File: src/rtl/bin_bcd_pkg.sv
// bin_bcd_pkg: shared state type, digit constants and counter sizing for the binary-to-BCD converter
package bin_bcd_pkg;
  typedef enum logic {IDLE, SHIFT} state_t;
  localparam int BCD_DIGIT_W = 4;
  localparam int ADJ_THRESH = 5;
  localparam int ADJ_ADD = 3;
  function automatic int cnt_w(input int w);
    return $clog2(w + 1);
  endfunction
endpackage

File: src/rtl/bcd_digit_adjust.sv
// bcd_digit_adjust: double-dabble digit correction, din >= 5 gives din + 3 (ports: din, dout)
module bcd_digit_adjust
  import bin_bcd_pkg::*;
(
  input  logic [BCD_DIGIT_W-1:0] din,
  output logic [BCD_DIGIT_W-1:0] dout
);
  assign dout = (din >= BCD_DIGIT_W'(ADJ_THRESH)) ? din + BCD_DIGIT_W'(ADJ_ADD) : din;
endmodule

File: src/rtl/bin_bcd_seq_converter.sv
// bin_bcd_seq_converter: sequential W-bit binary to D-digit BCD, one bit per clock, soc/eoc handshake
// ports: clock, reset_ (sync, active-low), soc, x -> eoc, bcd; BIN_BCD_SAT_EN adds ovf and saturates to all 9s
module bin_bcd_seq_converter
  import bin_bcd_pkg::*;
#(
  parameter int W = 8,
  parameter int D = 3
) (
  input  logic                     clock,
  input  logic                     reset_,
  input  logic                     soc,
  input  logic [W-1:0]             x,
  output logic                     eoc,
  output logic [BCD_DIGIT_W*D-1:0] bcd
`ifdef BIN_BCD_SAT_EN
  ,
  output logic                     ovf
`endif
);
  localparam int BW = BCD_DIGIT_W * D;
  localparam int CW = cnt_w(W);
  state_t state, state_nx;
  logic [W-1:0] sr;
  logic [BW-1:0] work, adj, work_nx, result;
  logic [CW-1:0] cnt;
  logic last;
  for (genvar i = 0; i < D; i++) begin : g_adj
    bcd_digit_adjust u_adj (
      .din (work[i*BCD_DIGIT_W +: BCD_DIGIT_W]),
      .dout(adj[i*BCD_DIGIT_W +: BCD_DIGIT_W])
    );
  end
  // the bit leaving the top digit is dropped, which keeps the result modulo 10^D
  assign work_nx = BW'({adj, sr[W-1]});
  assign last = cnt == CW'(1);
`ifdef BIN_BCD_SAT_EN
  logic lost, carry;
  assign carry = adj[BW-1];
  assign result = (lost | carry) ? {D{4'h9}} : work_nx;
  always_ff @(posedge clock) begin
    if (!reset_) begin
      lost <= 1'b0;
      ovf <= 1'b0;
    end else if (state == IDLE && soc) begin
      lost <= 1'b0;
    end else if (state == SHIFT) begin
      lost <= lost | carry;
      if (last) ovf <= lost | carry;
    end
  end
`else
  assign result = work_nx;
`endif
  always_comb begin
    eoc = state == IDLE;
    state_nx = (state == IDLE) ? (soc ? SHIFT : IDLE) : (last ? IDLE : SHIFT);
  end
  always_ff @(posedge clock) begin
    if (!reset_) begin
      state <= IDLE;
      sr <= '0;
      work <= '0;
      cnt <= '0;
      bcd <= '0;
    end else begin
      state <= state_nx;
      if (state == IDLE && soc) begin
        sr <= x;
        work <= '0;
        cnt <= CW'(W);
      end else if (state == SHIFT) begin
        sr <= sr << 1;
        work <= work_nx;
        cnt <= cnt - CW'(1);
        if (last) bcd <= result;
      end
    end
  end
endmodule

File: config.mk
export PLATFORM = sky130hd
export DESIGN_NAME = bin_bcd_seq_converter
export DESIGN_NICKNAME = d
export VERILOG_FILES = /design/src/rtl/bin_bcd_pkg.sv /design/src/rtl/bcd_digit_adjust.sv /design/src/rtl/bin_bcd_seq_converter.sv
export SDC_FILE = /design/constraint.sdc
export NUM_CORES = 1
export LEC_CHECK = 0
export BUFFER_PORTS_ARGS = -buffer_cell sky130_fd_sc_hd__buf_2
export CORE_ASPECT_RATIO = 1.2
export CORE_UTILIZATION = 45
export CTS_CLUSTER_DIAMETER = 50
export DETAILED_ROUTE_END_ITERATION = 7
export SYNTH_ARGS = -nofsm -noshare
export SYNTH_HDL_FRONTEND = slang
export SYNTH_SLANG_ARGS = --single-unit
File: constraint.sdc
create_clock -name clock -period 3.45 [get_ports clock]
set_clock_uncertainty 0.15 [all_clocks]
set_input_delay 0.345 -clock clock [delete_from_list [all_inputs] [get_ports clock]]
set_output_delay 0.345 -clock clock [all_outputs]
set_load 0.005 [all_outputs]
Word-level counts from Yosys, hierarchy flattened

Index checks and enable logic that the tools add are counted.

$lt $le $gt $ge: 3
Add/subtract/negate cells: 4
$mul: 0
Bitwise logic cells: 3
Muxes and demuxes: 10
Eq/ne operators: 1
Divide/modulo/power cells: 0
Shift operators: 0
Reduce and logical (&&, ||, !) cells: 4

Operators with widths:

| cell                | count |
|---|---|
| $mux 4              | 4 |
| $mux 8              | 2 |
| $ge 4x3->1 const B  | 3 |
| $add 4x2->4 const B | 2 |
| $eq 4x1->1 const B  | 1 |
| $sub 4x1->4 const B | 1 |
| $add 3x2->3 const B | 1 |
| $mux 1              | 3 |
| $mux 3              | 1 |
| $not 1->1           | 3 |
| $reduce_and 3->1    | 1 |
| $reduce_bool 2->1   | 1 |
| $reduce_or 2->1     | 1 |
| $logic_and 1x1->1   | 1 |

Memory bits (writable): 0
Latch bits: 0
Memories kept: 0
Memory bits (read-only): 0
Bits in registers: 37
Output and inout port bits: 13

Depth between registers and ports, before layout

Gate-level depths: netlist of the first run.

Depth in word-level cells: 4
Depth in mapped cells: 7

Cells and area by module

A second synthesis of the first run with hierarchy kept.

Cell total of the unflattened synthesis: 199
Area total of the unflattened synthesis: 1774.2 µm²

Modules (own cells, without submodules):

| module                | area each (µm²) | instances | cells an instance |
|---|---|---|---|
| bin_bcd_seq_converter | 1470.2          | 1         | 151 |
| bcd_digit_adjust      | 101.3           | 3         | 16 |

Worst setup path before layout of the first run

Ideal clock, no wire load.

Path kind: reg-to-reg
Start point: reg work[1]
End point: reg bcd[2]
Arrival time: 1.381 ns
Setup slack: 1.852 ns
Period minus slack after synthesis: 1.598 ns
Buffers on the path: 0
Setup time: 0.067 ns
Cell stages (with the launch flop): 7
Cell sequence: dfxtp_1 > inv_1 > ha_1 > nand2b_1 > a21oi_2 > mux2_1 > o21ai_2

Cells in the longest elaborated chain, start to end: 2
Elaborated cells on any way between the ends: 3
Those cells by class: 1 x add/sub; 1 x order compare; 1 x mux

Ends and longest elaborated chain:

| what                                             | line                        | text |
|---|---|---|
| start: declaration                               | bin_bcd_seq_converter.sv:24 | `logic [BW-1:0] work, adj, work_nx, result;` |
| start signal: assignment                         | bin_bcd_seq_converter.sv:73 | `work <= work_nx;` |
| $add 4x2->4 / $ge 4x3->1 (equally long branches) | bcd_digit_adjust.sv:8       | `assign dout = (din >= BCD_DIGIT_W'(ADJ_THRESH)) ? din + BCD_DIGIT_W'(ADJ_ADD) : din;` |
| $mux 4 (*)                                       | bcd_digit_adjust.sv:8       |  |
| end signal: assignment                           | bin_bcd_seq_converter.sv:75 | `if (last) bcd <= result;` |
| end: declaration                                 | bin_bcd_seq_converter.sv:14 | `output logic [BCD_DIGIT_W*D-1:0] bcd` |

Every way passes the cells marked *; elsewhere a longest branch is shown, timed or not.
A chain may end at the register's enable or synchronous reset.

Worst setup path after layout of the first run

Start point: reg state
End point: out eoc

Cells in the longest elaborated chain, start to end: 1

Ends and longest elaborated chain:

| what                     | line                        | text |
|---|---|---|
| start: declaration       | bin_bcd_seq_converter.sv:22 | `state_t state, state_nx;` |
| start signal: assignment | bin_bcd_seq_converter.sv:66 | `state <= state_nx;` |
| $not 1->1                | bin_bcd_seq_converter.sv:55 | `eoc = state == IDLE;` |
| end: declaration         | bin_bcd_seq_converter.sv:13 | `output logic eoc,` |

No other way between the ends.

==> results of run 1 <==
-- per-stage QoR --
step           util (%)  instances  area (sq um)  total power [mW]  hold slack [ns]
3_3_place_gp      49.89        268          1982            0.5695           0.2816
5_1_grt           51.91        276          2062            0.8880           0.2786
6_report          51.91        276          2062            0.8460           0.2541
3_5_place_dp      49.89        268          1982            0.5762           0.2856
4_1_cts           51.91        276          2062            0.8593           0.2516
2_1_floorplan         -        201          1881            0.5574           0.2937
-- layout make-up --
type,instances,area (sq um),area share [%]
inverter,14,52.55,2.549
sequential,37,740.7,35.92
timing repair buffer,24,122.6,5.947
clock buffer,8,80.08,3.883
multi-input combinational,139,998.5,48.42
tap,54,67.56,3.277
-- report_power, final --
group	internal, mW	switching [mW]	total, mW
combinational	0.0445	0.0632	0.108
sequential	0.444	0.0136	0.458
clock	0.143	0.137	0.280
total	0.632	0.214	0.846
-- state kept, by name (all words and copies together) (netlist names) --
| signal | cells |
|---|---|
| state | 1 |
| cnt | 4 |
| bcd | 12 |
| sr | 8 |
| work | 12 |
-- path summary, 6_finish.rpt --
check	cells after the start	to	start
max	3	eoc	state
min	4	sr[3]	x[3]
max reg2reg	6	bcd[2]	work[1]
min reg2reg	2	bcd[10]	bcd[10]
-- worst max-delay path: cells and delay by family (launching register included) --
kind	cells	cell delay, ns
buf+inv	3	0.68
flops	1	0.31
-- routing by layer --
layer	wire length, um	part of all wire (%)
met5	0	0
met4	46	1.3
met3	130	3.8
met2	1836	53
met1	1420	41
-- cell usage in the layout, fill, tap and decap left out, types with 2 or more instances in the layout --
cell type / netlist / final
nor2b_1: 2 / 2
nor3_1: 2 / 2
nand2_1: 30 / 30
nor3_2: 2 / 2
clkbuf_8: 0 / 5
and3_1: 2 / 2
a21oi_1: 11 / 11
o22ai_1: 2 / 2
nor3b_1: 2 / 2
nand2b_2: 2 / 2
o21ai_2: 13 / 13
nand2b_1: 2 / 2
a21oi_4: 2 / 2
dfxtp_1: 37 / 37
o21ai_1: 2 / 2
o211a_1: 7 / 7
inv_1: 13 / 13
xnor2_1: 5 / 5
o21ai_0: 6 / 6
a21oi_2: 2 / 2
mux2i_1: 9 / 9
nor2_1: 8 / 8
nand3_1: 3 / 3
buf_2: 4 / 23
a31oi_1: 2 / 2
a211oi_1: 2 / 2
clkbuf_1: 0 / 3
ha_1: 8 / 8
-- logic make-up (layout without fill, tap and decap cells) --
kind of cell | count (synthesis) | count (layout) | synth area share, %
compound gates | 56 | 56 | 23.09
xor+xnor | 6 | 6 | 2.794
fa+ha+maj | 8 | 8 | 5.323
mux | 11 | 11 | 5.988
flops | 37 | 37 | 39.39
buf+inv | 25 | 46 | 7.518
simple gates | 58 | 58 | 15.90
==> results.md, run 1 <==
* Status: complete, no violations
* Post-Synthesis Cells at 201
* Global routing met3 resource utilization at 4.787%
* Worst slew pin tran at around 0.69 ns
* GRT busiest layer: met2
* Rows at 25
* CP max stage delay at 0.31 ns
* IO Pins at 24
* Wire length per cell at 12.44 um
* Slowest CP cell: dfxtp_1
* Synth warn at 0
* Synth top cells by count: 37 x dfxtp_1, 30 x nand2_1, 13 x inv_1, 13 x o21ai_2, 11 x a21oi_1
* DRC violations left at 0
* GR Util met1 at 18.43%
* Worst setup EP type: output port
* Final nets at between 200 and 250
* Fillcell total at 397
* Final hold vios at 0
* Final wirelength at 3.434 mm
* Chip height at 72.82 um
* Cell Pwr Density at 410.3 nW/um^2
* 1st-pass router iterations at 4
* HP Class: in2reg
* Layout area overhead at 9.647%
* Most used DFF post-synth: dfxtp_1
* Starting density of the core at approximately 47%
* TritonCTS clock tree: done
* Die width at 61.01 um
* CTS sink count at 37
* Area contributors post-synth: dfxtp_1 39%, o21ai_2 6.1%, nand2_1 6.0%
* Synthesized area per cell at 9.356 sq um
* GRT Residual Overflow at 0
* Post-synth EDFFs at 0
* Cts repair resizes at 0
* VDD IR max at 273.4 uV
* PortBufs at 23
* Max-slew violations at 0
* Vias/cell at 5.199
* Synth area leader: dfxtp_1
* Clock buffer depth at 2
* Met2 Use GR at 31.87%
* Gpl congestion at 0.8094
* Synth top area share at 39.39%
* Total track usage at around 17%
* ANT nets after route at 0
* Antenna diodes at 0
* Req. time, crit path at slightly below 3 ns
* Most instantiated library cell after synthesis: dfxtp_1
* Initial antenna violation count at 0
* Core footprint at 3973 sq um
* Max FO, Critical Path at 30
* Final worst slack at 1.684 ns
* Clock root buffer: clkbuf_8
* Num CTS Buffers at 5
* # hold bufs at CTS at 0
* HPWL Detailed at roughly 2.5 mm
* Syn nets at 220
* Asr flop ratio synth at 0%
* Share of layout cells above drive strength 1 at 25.68%
* RSZ-0062 raised after global routing: false
* Seq cells post-synth at 37
* Worst path arrival time at around 1.3 ns
* Sequential element share of the synthesized area at 39.39%
* Leak at 0.8689 nW
* Reg clk slew, reported paths at 0.06 ns
* Mapped Area at 1881 sq um
* Number of global-route vias before repair at 1371
* First-pass GRT wire length at just under 6 mm
* # H-tree levels at 2
* Endpoints failing setup at 0
* Postcts setup bufs at 0
* WS Path Type: reg2out
* Largest net degree at the start of global routing at 31
* Die ar. at 4442 sq um
* Skew-Pair Late Insertion Delay at about 0.28 ns
* Post-Place Setup Slack at between 1.5 and 2 ns
* Worst-path cell chain: buf_4 -> inv_2 -> buf_2
* Startpoint Class: flip-flop
* Worst slew margin at between 50% and 60%
* Reg2reg setup slack at 1.73 ns
* Synth unique cells at 43
* Peak Freq at 0.5663 GHz
* Max cap viols at 0
* Tcrit/Tclk final at 51.18%
* Via count at 1435
* Post-layout min period at 1.766 ns
* Starting DRT DRC Count at 50
* TNS Setup at 0 ns
Power figures use the tool's default switching activity.
==> run 2, diff against run 1 <==
Settings changed: ABC_AREA set to 1, PLACE_DENSITY set to 0.67.
Clock period 3.45 ns to 1.6 ns, I/O delays scaled along.
==> run 2 against run 1 <==
Net effect:
- critical path depth unchanged
- clock power rose to 2.5 times the previous value
- via count increased by 19%
- total power rose by 130%
- count of clock-buffer cells in the layout decreased by 2
- non-clock buffer count is 11 higher
- critical endpoint unchanged
==> results.md, run 2 <==
* PortBufs at 23
* Slowest CP cell: dfxtp_2
* Synth top cells by count: 89 x nand2_1, 37 x dfxtp_1, 37 x inv_1
* Commonest non-fill, non-tap cell in the layout: nand2_1
* Antenna diodes at 0
* CTS sink count at 37
* Endpoints failing setup at 0
* Initial antenna violation count at 0
* TNS Setup at 0 ns
* Max cap viols at 0
* Hold_ws at 0.002072 ns
* Crit-path leading delay family: buffers and inverters
* Final nets at 320
* Sw Ratio at 28.44%
* Seq cells post-synth at 37
* Peak Freq at 0.6506 GHz
* Comb power frac at about 14%
* # H-tree levels at 2
* XOR/XNOR share of the synthesized area at 0%
* Synth unique cells at 22
* Design area at 2211 sq um
* Post-layout min period at approximately 1.5 ns
* Number of global-route vias before repair at 1590
* Post-Synthesis Cells at 267
* HPWL Detailed at 2.699 mm
* Final hold vios at 0
* Starting density of the core at 47.17%
* TritonCTS clock tree: done
* Chip height at 72.42 um
* Max-slew violations at 0
* Die ar. at 4394 sq um
* Post-synth EDFFs at 0
* HP Class: in2reg
* Core Util, Final at between 50% and 60%
* Post-synthesis simple-gate area fraction at 36.81%
* Final wirelength at around 4.0 mm
* First-pass GRT wire length at 6.699 mm
* Leak at 1.168 nW
* Asr flop ratio synth at 0%
* VDD IR max at 523.9 uV
* Worst-path cell chain: buf_6 -> inv_2 -> buf_2
* Most instantiated library cell after synthesis: nand2_1
* Wire length per cell at 11.11 um
* Post-Place Setup Slack at 0.1731 ns
* Reg clk slew, reported paths at ~0.08 ns
* Crit path launch: state
* Worst path arrival time at about 1.2 ns
* Worst slew margin at 77.22%
* Clock root buffer: clkbuf_8
* Area contributors post-synth: dfxtp_1 40%, nand2_1 18%, nand3_1 9.2%
* Core footprint at 3941 sq um
* 1st-pass router iterations at 4
* Finished Layout Cells at between 300 and 400
* Cells after DPL at approximately 340
* Mux cell area share after synthesis at 0%
* Clock power share at 35.9%
* Fillcell total at 421
* Tcrit/Tclk final at 96.06%
* Hold_sp: x[4]
* Num CTS Buffers at 5
* Top flop regs: bcd x12, work x12, sr x8
* Die width at 60.68 um
* Worst setup EP type: output port
* Final worst slack at about 0.063 ns
* RSZ-0062 raised after global routing: false
* Vias/cell at 4.784
* Layout area overhead at 18.91%
* Multi-input gate area at 912.1 sq um
* Synth top area share at 39.84%
* Total track usage at between 20% and 30%
* Startpoint Class: flip-flop
* Rows at 25
* Synth area leader: dfxtp_1
* Via count at between 1.5k and 2k
* Reg power frac at 49.9%
* Synthesized area per cell at 6.964 sq um
* Reg-to-Reg Start: work[1]
* Total net switching power at 564.8 uW
* Synth Area in Compound Gates at under 10%
* Cell Pwr Density at between 800 and 900 nW/um^2
* Pwr Total at 1.986 mW
* Register area at 743.2 sq um
* WS Path Type: reg2out
* Max FO, Critical Path at 16
* Mapped Area at 1859 sq um
* Syn nets at 286
* Starting DRT DRC Count at 47
* Most frequent cells in the layout: 89 x nand2_1, 37 x inv_1, 35 x dfxtp_1
* Worst slew pin tran at 0.3413 ns
* Clock buffer depth at 2
* Gpl congestion at 0.8208
* DRC violations left at 0
* Most used DFF post-synth: dfxtp_1
* Largest net degree at the start of global routing at 22
* IO Pins at 24
* CP Buf/Inv Count at 3
* Internal at between 1 and 1.5 mW
* Share of layout cells above drive strength 1 at between 10% and 20%
* GRT Residual Overflow at 0
* Req. time, crit path at 1.29 ns
* Largest family of logic cells by synthesized area: simple AND/OR/NAND/NOR gates
* Status: complete, no violations
* ANT nets after route at 0
* CP max stage delay at approximately 0.35 ns
* Post-Synth Adder-Cell Area at 5.384%
* Synth warn at 0
* Skew-Pair Late Insertion Delay at around 0.3 ns
* Sequential element share of the synthesized area at 39.84%
* Postcts setup bufs at 0
* Area of placed instances at 2038 sq um
[run 2: layout make-up]
class                           instances  area share (%)
Timing Repair Buffer                   35           10.81
Clock inverter                          2          0.6225
Clock buffer                            6           3.735
Sequential cell                        37           33.62
Tap cell                               54           3.056
Inverter                               40           6.904
Multi-Input combinational cell        182           41.26
[run 2: path summary, 6_finish.rpt]
| kind | depth (start not counted) | slack (ns) | to |
|---|---|---|---|
| max reg2reg | 9 | 0.18 | work[1] |
| min reg2reg | 2 | 0.32 | bcd[4] |
| min | 5 | 0.002 | sr[4] |
| max | 3 | 0.06 | eoc |
[run 2: cell families after synthesis]
logic type	Yosys count
AOI/OAI and AO/OA	25
adders and majority gates	8
buffers and inverters	48
DFF	37
and+or+nand+nor	149
[run 2: power groups by stage]
| stage | logic [mW] | clock network, mW | registers [mW] |
|---|---|---|---|
| global route | 0.324 | 0.758 | 0.998 |
| detailed placement | 0.268 | 0 | 1.01 |
| floorplan | 0.211 | 0 | 1.00 |
| global placement | 0.266 | 0 | 1.01 |
| CTS | 0.283 | 0.724 | 0.991 |
| finish | 0.283 | 0.712 | 0.991 |
[run 2: repair_timing]
item | CTS | global route
setup endpoints to repair | 1 | 4
endpoints found under the hold margin | 7 | 0
pin swaps | 0 | 0
gates resized for setup | 1 | 2
hold buffers | 7 | 0
[run 2: worst register-to-register path: cells and delay by family, from the launching register on]
family,cells,cell delay [ns]
AND/OR/NAND/NOR,5,0.51
flip-flops,1,0.33
adder cells (fa/ha/maj),1,0.17
buffers and inverters,3,0.16
[run 2: routing by layer]
layer / vias to the layer above / share of wire [%] / track usage, % / wire, um
met5: - / 0 / 0 / 0
met4: 0 / 2.7 / 11.36 / 106
met3: 7 / 2.6 / 5.882 / 101
met2: 25 / 50 / 35.90 / 1985
met1: 760 / 45 / 22.63 / 1762
li1: 911 / - / - / -
==> run 3, diff against run 2 <==
Settings changed: CELL_PAD_IN_SITES_DETAIL_PLACEMENT set to 1, CELL_PAD_IN_SITES_GLOBAL_PLACEMENT set to 2, CORE_MARGIN set to 2, CORE_UTILIZATION 45 to 28, PLACE_DENSITY 0.67 to not set, PLACE_DENSITY_LB_ADDON set to 0.1.
==> run 3 against run 2 <==
Net effect:
- cell area is 1.8% higher
- critical path depth stayed put
- sequential share of layout area is 0.65 points lower
- worst setup slack better by 0.0098 ns
- combinational power is 2% higher
- routed wire length is 18% higher
- total power is 7.5% higher
- sequential power hardly changed
- via count is 0.82% higher
- largest cell class unchanged
- highest routed layer unchanged
==> results.md, run 3 (synthesized netlist as in run 2, its figures left out) <==
* Vias/cell at about 4.5
* Layout area overhead at 21.06%
* First-pass GRT wire length at between 8 and 9 mm
* Tcrit/Tclk final at 95.45%
* Worst slew pin tran at 0.4080 ns
* Register area at 742.0 sq um
* GRT Residual Overflow at 0
* Share of layout cells above drive strength 1 at ~16%
* M1 WL at 2.267 mm
* Req. time, crit path at approximately 1.3 ns
* DR WL met3 at 117 um
* Max cap viols at 0
* Endpoints failing setup at 0
* Slowest CP cell: dfxtp_1
* CTS sink count at 37
* Reg2reg setup slack at roughly 0.16 ns
* Number of global-route vias before repair at 1803
* Worst Setup EP: eoc
* Design area at 2251 sq um
* Peak Freq at roughly 0.65 GHz
* Wire length per cell at 12.17 um
* Leak at 1.168 nW
* Total track usage at 14.11%
* Worst Reg2Reg Path Length in Cells at 9
* WL met2 at 2.225 mm
* Crit-path leading delay family: buffers and inverters
* Rows at 32
* WP depth at 3
* Starting DRT DRC Count at 23
* Fillcell total at roughly 840
* Final hold vios at 0
* RR Endpoint: work[8]
* DRC violations left at 0
* Largest net degree at the start of global routing at 22
* HP Class: in2reg
* Chip height at 93.27 um
* Worst-path cell chain: buf_6 -> inv_2 -> buf_2
* Worst path arrival time at ~1.2 ns
* Reg clk slew, reported paths at about 0.070 ns
* Worst slew margin at between 70% and 80%
* Max-slew violations at 0
* Die width at ~80 um
* Final nets at 318
* Core footprint at 6446 sq um
* Num CTS Buffers at 5
* Gpl congestion at 0.8164
* HPWL Detailed at 3.333 mm
* 1st-pass router iterations at 4
* Top flop regs: bcd x12, work x12, sr x8
* IO Pins at 24
* Post-layout min period at 1.527 ns
* Reg-to-Reg Start: work[4]
* Multi-input gate area at 914.6 sq um
* Startpoint Class: flip-flop
* CP Buf/Inv Count at 3
* PortBufs at 23
* CP max stage delay at 0.33 ns
* Commonest non-fill, non-tap cell in the layout: nand2_1
* Max FO, Critical Path at 17
* Status: complete, no violations
* Most frequent cells in the layout: 88 x nand2_1, 37 x inv_1, 36 x dfxtp_1
* Crit path launch: state
* Cell Pwr Density at about 950 nW/um^2
* # H-tree levels at 2
* Postcts setup bufs at 0
* DR top layer: met4
* TNS Setup at 0 ns
* TritonCTS clock tree: done
* Worst setup EP type: output port
* VDD IR max at 352.6 uV
* Area of placed instances at 2077 sq um
* Clock buffer depth at 2
* Clock root buffer: clkbuf_8
* Via count at 1717
* Skew-Pair Late Insertion Delay at a little under 0.3 ns
* Initial antenna violation count at 0
* Starting density of the core at 28.84%
* ANT nets after route at 0
* Final wirelength at 4.684 mm
* Die ar. at 7311 sq um
* RSZ-0062 raised after global routing: false
* WS Path Type: reg2out
* Antenna diodes at 0
[run 3: through the flow]
stage	hold slack (ns)	power [mW]	util, %	std cells	setup slack [ns]
2_1_floorplan	0.1359	1.214	-	267	0.3069
3_3_place_gp	0.2618	1.293	32.22	372	0.1381
3_5_place_dp	0.2715	1.295	32.22	372	0.1356
4_1_cts	0.0003381	2.175	34.80	385	0.0004619
5_1_grt	0.03760	2.258	34.92	385	0.006032
6_report	0.002020	2.136	34.92	385	0.07274
[run 3: power by group]
group          leakage [nW]  total, mW  switching (mW)  internal, mW
clock network        0.0585      0.857           0.348         0.508
logic                 0.807      0.290           0.183         0.107
registers             0.302      0.989          0.0275         0.962
total                  1.17       2.14           0.559          1.58
[run 3: cell type report]
| class | count | area share (%) |
|---|---|---|
| multi-input combinational | 182 | 40.63 |
| sequential | 37 | 32.96 |
| timing repair buffer | 33 | 9.728 |
| inverter | 40 | 6.782 |
| tap | 85 | 4.725 |
| clock buffer | 7 | 3.835 |
| clock inverter | 1 | 1.334 |
[run 3: worst min-delay path by stage]
stage / start / endpoint / slack (ns) / cells after the start
after floorplan: reset_ / cnt[3] / 0.14 / 2
after global placement: x[0] / sr[0] / 0.26 / 3
after detailed placement: x[0] / sr[0] / 0.27 / 3
after CTS: x[1] / sr[1] / 0.0003 / 5
after global routing: x[1] / sr[1] / 0.04 / 5
final: x[1] / sr[1] / 0.002 / 5
[run 3: metal layers]
metal	global-route usage, %	vias to the layer above
met5	0	-
met4	5.702	0
met3	2.027	6
met2	25.93	23
met1	16.30	790
li1	-	898
[run 3: what timing repair did]
item	CTS	global route
gates resized for setup	0	3
hold buffers	5	0
hold endpoints to repair	5	0
endpoints found under the setup margin	0	8
[run 3: worst register-to-register path: cells and delay by family, from the launching register on]
family	cells	cell delay, ns
adders and majority gates	1	0.21
DFF	1	0.37
buffers and inverters	3	0.18
and+or+nand+nor	5	0.47
